File: config.mk
export PLATFORM = sky130hd
export DESIGN_NAME = serial_operand_serializer
export DESIGN_NICKNAME = d
export VERILOG_FILES = /design/src/rtl/serial_pkg.sv /design/src/rtl/serial_operand_serializer.sv
export SDC_FILE = /design/constraint.sdc
export NUM_CORES = 1
export LEC_CHECK = 0
export ABC_CLOCK_PERIOD_IN_PS = 2700
export CAP_MARGIN = 20
export CORE_MARGIN = 2
export CORE_UTILIZATION = 25
export CTS_CLUSTER_SIZE = 16
export DETAILED_ROUTE_END_ITERATION = 7
export GPL_ROUTABILITY_DRIVEN = 1
export PLACE_DENSITY = 0.52
export SLEW_MARGIN = 10
export SYNTH_ARGS = -nofsm -noshare
export SYNTH_HDL_FRONTEND = slang
export SYNTH_SLANG_ARGS = --single-unit
File: constraint.sdc
create_clock -name clk -period 2.7 [get_ports clk]
set_clock_uncertainty 0.2 [all_clocks]
set_input_delay 0.54 -clock clk [delete_from_list [all_inputs] [get_ports clk]]
set_output_delay 0.54 -clock clk [all_outputs]
set_load 0.01 [all_outputs]
File: src/rtl/serial_pkg.sv
// Shared types and widths for the serial operand path feeding serial_adder_with_vld.
package serial_pkg;

    localparam int SERIAL_W     = 16;
    localparam int SERIAL_LEN_W = $clog2(SERIAL_W + 1);

    typedef logic [SERIAL_W-1:0]     word_t;
    typedef logic [SERIAL_LEN_W-1:0] len_t;

    typedef enum logic {
        IDLE  = 1'b0,
        SHIFT = 1'b1
    } ser_state_e;

endpackage

File: src/rtl/serial_operand_serializer.sv
// Parallel-to-serial front end: takes an operand pair over valid/ready and emits it
// LSB-first, one bit pair per enabled cycle, with last marking the final bit.
module serial_operand_serializer
    import serial_pkg::*;
#(
    parameter int W     = SERIAL_W,
    parameter int LEN_W = $clog2(W + 1)
) (
    input  logic             clk,
    input  logic             rst,
    input  logic             in_valid,
    output logic             in_ready,
    input  logic [W-1:0]     a_in,
    input  logic [W-1:0]     b_in,
    input  logic [LEN_W-1:0] len_in,
    input  logic             ser_en,
    output logic             vld,
    output logic             a,
    output logic             b,
    output logic             last,
    output logic             busy
);

    ser_state_e       state_q, state_d;
    logic [W-1:0]     sh_a_q, sh_a_d;
    logic [W-1:0]     sh_b_q, sh_b_d;
    logic [LEN_W-1:0] cnt_q, cnt_d;
    logic [LEN_W-1:0] eff_len;
    logic             accept;

    // Outputs come from registers only, so nothing on a_in/b_in reaches the adder.
    assign busy     = (state_q == SHIFT);
    assign vld      = busy & ser_en;
    assign a        = busy & sh_a_q[0];
    assign b        = busy & sh_b_q[0];
    assign last     = vld & (cnt_q == LEN_W'(1));
    assign in_ready = ~busy | last;
    assign accept   = in_valid & in_ready;

    always_comb begin
        eff_len = len_in;
        if (len_in == '0 || int'(len_in) > W) begin
            eff_len = LEN_W'(W);
        end
    end

    always_comb begin
        // NOTE: every next-state variable gets its hold value first, so no path can infer a latch.
        state_d = state_q;
        sh_a_d  = sh_a_q;
        sh_b_d  = sh_b_q;
        cnt_d   = cnt_q;
        if (accept) begin
            // A load on the final bit wins, giving zero-bubble back-to-back words.
            state_d = SHIFT;
            sh_a_d  = a_in;
            sh_b_d  = b_in;
            cnt_d   = eff_len;
        end else if (last) begin
            state_d = IDLE;
            cnt_d   = '0;
        end else if (vld) begin
            sh_a_d = sh_a_q >> 1;
            sh_b_d = sh_b_q >> 1;
            cnt_d  = cnt_q - LEN_W'(1);
        end
    end

    // NOTE: state registers use non-blocking assignments so every flop samples pre-edge values.
    always_ff @(posedge clk) begin
        if (rst) begin
            state_q <= IDLE;
            sh_a_q  <= '0;
            sh_b_q  <= '0;
            cnt_q   <= '0;
        end else begin
            state_q <= state_d;
            sh_a_q  <= sh_a_d;
            sh_b_q  <= sh_b_d;
            cnt_q   <= cnt_d;
        end
    end

    a_last_implies_vld: assert property (@(posedge clk) disable iff (rst)
        last |-> vld);

    a_no_accept_mid_word: assert property (@(posedge clk) disable iff (rst)
        (busy && !(vld && last)) |-> !(in_valid && in_ready));

    a_idle_ready_stable: assert property (@(posedge clk) disable iff (rst)
        (!in_valid && !busy) |=> in_ready);

endmodule

* Word level (Yosys, flattened, before mapping) *
Cells that the tools add are included.

storage, ports and cells
  bits in registers = 38
  input bits = 41
  output and inout port bits = 6
  word-level logic and storage cells = 33

cells by class
  add/subtract/negate cells = 1
  order comparisons = 1
  eq/ne operators = 2
  muxes and demuxes = 12
  bitwise operators = 7
  reduce and logical (&&, ||, !) cells = 6

operators by type and width
  cell                   count
  $mux W16               6
  $mux W5                4
  $and A1 B1 Y1          5
  $eq A5 B1 Y1 const B   1
  $gt A5 B5 Y1 const B   1
  $logic_not A5 Y1       1
  $sub A5 B1 Y5 const B  1
  $reduce_bool A2 Y1     2
  $reduce_bool A3 Y1     1
  $mux W1                2
  $ne A2 B1 Y1 const B   1
  $reduce_and A2 Y1      1
  $logic_or A1 B1 Y1     1
  $not A1 Y1             1
  $or A1 B1 Y1           1

* Longest topological paths before layout *
  word-level depth = 6
  gate-level depth with buffers = 8
  gate-level depth less buffers = 6

* Least setup slack after synthesis *
No wires, ideal clock.

  kind = input port to flip-flop
  from = input len_in[1]
  to = register cnt_q[1]
  setup time = 0.074 ns
  arrival time = 1.942 ns
  required time = 2.426 ns
  setup slack = 0.483 ns
  cell stages on the path = 4
  buffers on the path = 0
  cells stage by stage = or4_1 -> ha_1 -> or3b_2 -> a31oi_1

on the way
  word-level cells in the longest chain between the ends = 4
  elaborated cells on any way between the ends = 5
  classes of those cells = 1 x order compare; 2 x mux; 2 x reduce/logical

RTL lines
  item                                                     line                             text
  from (decl)                                              serial_operand_serializer.sv:15  input logic [LEN_W-1:0] len_in,
  $gt A5 B5 Y1 / $logic_not A5 Y1 (equally long branches)  serial_operand_serializer.sv:42  if (len_in == '0 || int'(len_in) > W) begin
  $logic_or A1 B1 Y1                                       serial_operand_serializer.sv:42
  $mux W5 *                                                serial_operand_serializer.sv:42
  $mux W5 *                                                serial_operand_serializer.sv:53  if (accept) begin
  to (signal assigned)                                     serial_operand_serializer.sv:80  cnt_q <= cnt_d;
  to (decl)                                                serial_operand_serializer.sv:27  logic [LEN_W-1:0] cnt_q, cnt_d;

Every way passes the cells marked *; elsewhere a longest branch is shown, timed or not.
A chain may end at the register's enable or synchronous reset.

* Final worst setup path *
  from = register cnt_q[1]
  to = output last

on the way
  word-level cells in the longest chain between the ends = 2

RTL lines
  item           line                             text
  $eq A5 B1 Y1   serial_operand_serializer.sv:36  assign last = vld & (cnt_q == LEN_W'(1));
  $and A1 B1 Y1  serial_operand_serializer.sv:36
  to (decl)      serial_operand_serializer.sv:20  output logic last,

No other way between the ends.

==> impl_metrics.csv <==
group,metric,value,unit
worst_setup_path,crit_end,"last",
global_route,antenna_found_initial,0,
synthesis,ys_seq_elements,38,
routing,wl,4.59,mm
pwr,internal-power,0.979,mW
placement,dpl_cell_area,2410,µm²
timing,slew_violations,0,
synthesis,syn_area,1770,µm²
timing,min_period,2620,ps
synthesis,synth.net_count,249,
pwr,switching_share,0.279,
worst_setup_path,crit_path_max_incr_delay,530,ps
worst_setup_path,crit_path_end_kind,"primary output",
synthesis,synth_cells,205,
final_layout,areaGrowthSynthToFinish,42.8,%
flow_run,drv_cap,0,
final_layout,n_antenna_cell,0,
timing,rsz0062_at_grt,"false",
pwr,power,1.36,mW
worst_setup_path,worstSetupStartpoint,"cnt_q[1]",
clock_tree,numCtsBuffers,5,
pwr,p_switching,0.380,mW
worst_setup_path,worstSetupPathType,"register to primary output",
final_layout,fin_cells,354,
synthesis,async_flop_share,0,
synthesis,synth-edff-count,0,
worst_setup_path,worstPathCellList,"inv_1 -> ha_2 -> nor4b_4 -> and2_1 -> clkdlybuf4s50_1",
placement,dp_cells,344,
clock_tree,cts-root-buf,"clkbuf_8",
die,die_area,7760,µm²
die,std_cell_rows,30,
synthesis,synth.avg_cell_area,8.62,µm²
global_route,grt_max_degree,31,
timing,tightest_slew,346,ps
synthesis,ys.flop_type,"dfxtp_1",
worst_setup_path,rr_worst_depth,9,
die,ios,47,
synthesis,synth_warnings,0,
worst_setup_path,start_kind,"register",
clock_tree,cts_buffer_depth,2,
synthesis,synth_cell_types,35,
placement,io_buffers,46,
synthesis,seq_area_frac_synth,0.431,
worst_hold_path,min_path_type,"register to register",
pwr,p_leak,0.953,nW
global_route,grt_usage,0.126,
routing,drt_iter0_drc,58,
worst_setup_path,cp_slowest_cell,"clkdlybuf4s50_1",
clock_tree,clock-sinks,38,
routing,detail-route-antenna-nets,0,
die,core_area,6830,µm²
worst_setup_path,rr_endpoint,"sh_b_q[15]",
placement,dpl.hpwl,3.09,mm
pwr,power_frac_seq,0.484,
routing,routed_via_density,4.64,
die,start_util,0.259,
worst_setup_path,cp.depth,5,
pwr,power_frac_clock,0.304,
placement,place.gp.congestion,0.787,
pwr,ir_drop,0.000169,V
routing,drc,0,
clock_tree,cts_tree,"yes",
worst_setup_path,worst-r2r-setup-slack,530,ps
worst_setup_path,r2r-start,"cnt_q[1]",
timing,relSlewSlack,0.768,
clock_tree,cts_hold_buf,0,
worst_setup_path,path_buf_inv,2,
die,dieWidth,88.1,µm
pwr,p_per_area,538,nW/µm²
routing,post_drt_wl_per_cell,13.0,µm
clock_tree,clkTransAtPathRegs,80,ps
worst_setup_path,critical-path-top-delay-family,"buffers and inverters",
routing,first_pass_iters,4,
timing,setup_tns,0,ps
worst_setup_path,path_max_fanout,4,
final_layout,design_area,2520,µm²
final_layout,nets,301,
routing,num_vias,1641,
clock_tree,htreeDepth,2,
final_layout,drive_gt1_frac,0.124,
outcome,status,"finished clean",
pwr,pwr-share-comb,0.212,
global_route,grt_overflow,0,
timing,timing.fmax,382,MHz
timing,setup_violations,0,
clock_tree,insertion_delay,290,ps
final_layout,final_core_util,0.369,
worst_setup_path,worstPathRequired,1960,ps
timing,period_share,0.970,
die,die_h,88.1,µm
timing,hold_viol,0,
global_route,grt_pass1_vias,1544,
worst_setup_path,cp.arrival,1880,ps
global_route,grt_pass1_wl,7.60,mm
-- registers in the layout (all words and copies together) (netlist names) --
signal	count
sh_a_q	16
busy	1
cnt_q	5
sh_b_q	16
-- per-layer routing --
metal | vias to the layer above | wire length (µm) | track usage | part of all wire
li1 | 846 | - | - | -
met1 | 757 | 2300 | 0.172 | 0.50
met5 | - | 0 | 0 | 0
met3 | 5 | 223 | 0.0368 | 0.049
met4 | 0 | 42 | 0.0372 | 0.0091
met2 | 33 | 2030 | 0.194 | 0.44
-- tightest hold or removal path, delay by kind of cell (launching register included) --
kind                   cells  cell delay [ps]
DFF                        1              310
buffers and inverters      1               50
AOI/OAI and AO/OA          1               50
-- power groups by stage --
stage | Clock, mW | Sequential (mW) | Combinational (mW)
after floorplan | 0 | 0.662 | 0.160
after global placement | 0 | 0.669 | 0.287
after detailed placement | 0 | 0.670 | 0.288
after CTS | 0.436 | 0.657 | 0.291
after global routing | 0.453 | 0.665 | 0.325
final | 0.413 | 0.658 | 0.289
-- synth_stat cells, types with 2 or more instances --
library cell | count | area share
a21oi_1 | 33 | 0.093
a31o_2 | 2 | 0.0099
a31oi_1 | 4 | 0.014
and2_1 | 3 | 0.011
buf_2 | 5 | 0.014
buf_4 | 3 | 0.013
clkbuf_1 | 7 | 0.015
dfxtp_1 | 38 | 0.43
ha_1 | 3 | 0.021
inv_1 | 36 | 0.076
nand2_1 | 4 | 0.0085
nand3_1 | 3 | 0.0085
nand3b_1 | 2 | 0.0085
nor2_1 | 6 | 0.013
nor3b_1 | 2 | 0.0085
o21ai_0 | 5 | 0.014
o221ai_1 | 30 | 0.15
or4_1 | 2 | 0.0085
-- cells in the final DEF, fill, tap and decap left out, types with 4 or more instances in the layout --
master           synthesis  routed
buf_4                    3      12
clkdlybuf4s50_1          0      45
o221ai_1                30      30
a21oi_1                 33      33
nand2_1                  4       4
nor2_1                   6       6
clkbuf_8                 0       6
inv_1                   36      36
o21ai_0                  5       5
dfxtp_1                 38      37
-- final cells by class --
cell class / count / area (µm²)
sequential: 38 / 762
tap: 96 / 120
inverter: 37 / 139
multi-input combinational: 115 / 815
clock buffer: 6 / 82.6
clock inverter: 2 / 12.5
timing repair buffer: 60 / 593
fill: 728 / 4310
-- timing repair --
item,in CTS,in global routing
cloned,0,0
pin swaps,0,0
setup buffers,1,1
gates resized for setup,0,3
setup endpoints to repair,1,2
endpoints found under the hold margin,0,0
-- how the worst min path moves through the flow --
stage | slack, ps | startpoint | to | cells after the start
final | 250 | sh_b_q[3] | sh_b_q[3] | 2
after global routing | 270 | sh_a_q[14] | sh_a_q[14] | 2
after CTS | 250 | sh_a_q[7] | sh_a_q[7] | 2
after detailed placement | 240 | sh_b_q[11] | sh_b_q[11] | 2
after global placement | 230 | sh_a_q[8] | sh_a_q[8] | 2
after floorplan | 220 | sh_a_q[10] | sh_a_q[10] | 2
-- kinds of logic (layout without fill, tap and decap cells) --
logic type,after synthesis,count (layout),synth area share
adder cells (fa/ha/maj),3,3,0.0212
buffers and inverters,52,105,0.120
flip-flops,38,38,0.431
AND/OR/NAND/NOR,33,33,0.120
AO/OA/AOI/OAI,78,78,0.302
multiplexers,1,1,0.00567
-- per-stage QoR --
stage	hold WS (ps)	setup WS, ps
floorplan	225	483
global placement	232	28.6
detailed placement	236	20.6
CTS	250	6.05
global route	274	5.47
finish	247	80.6
No activity file was read; power rests on OpenSTA's default activity.
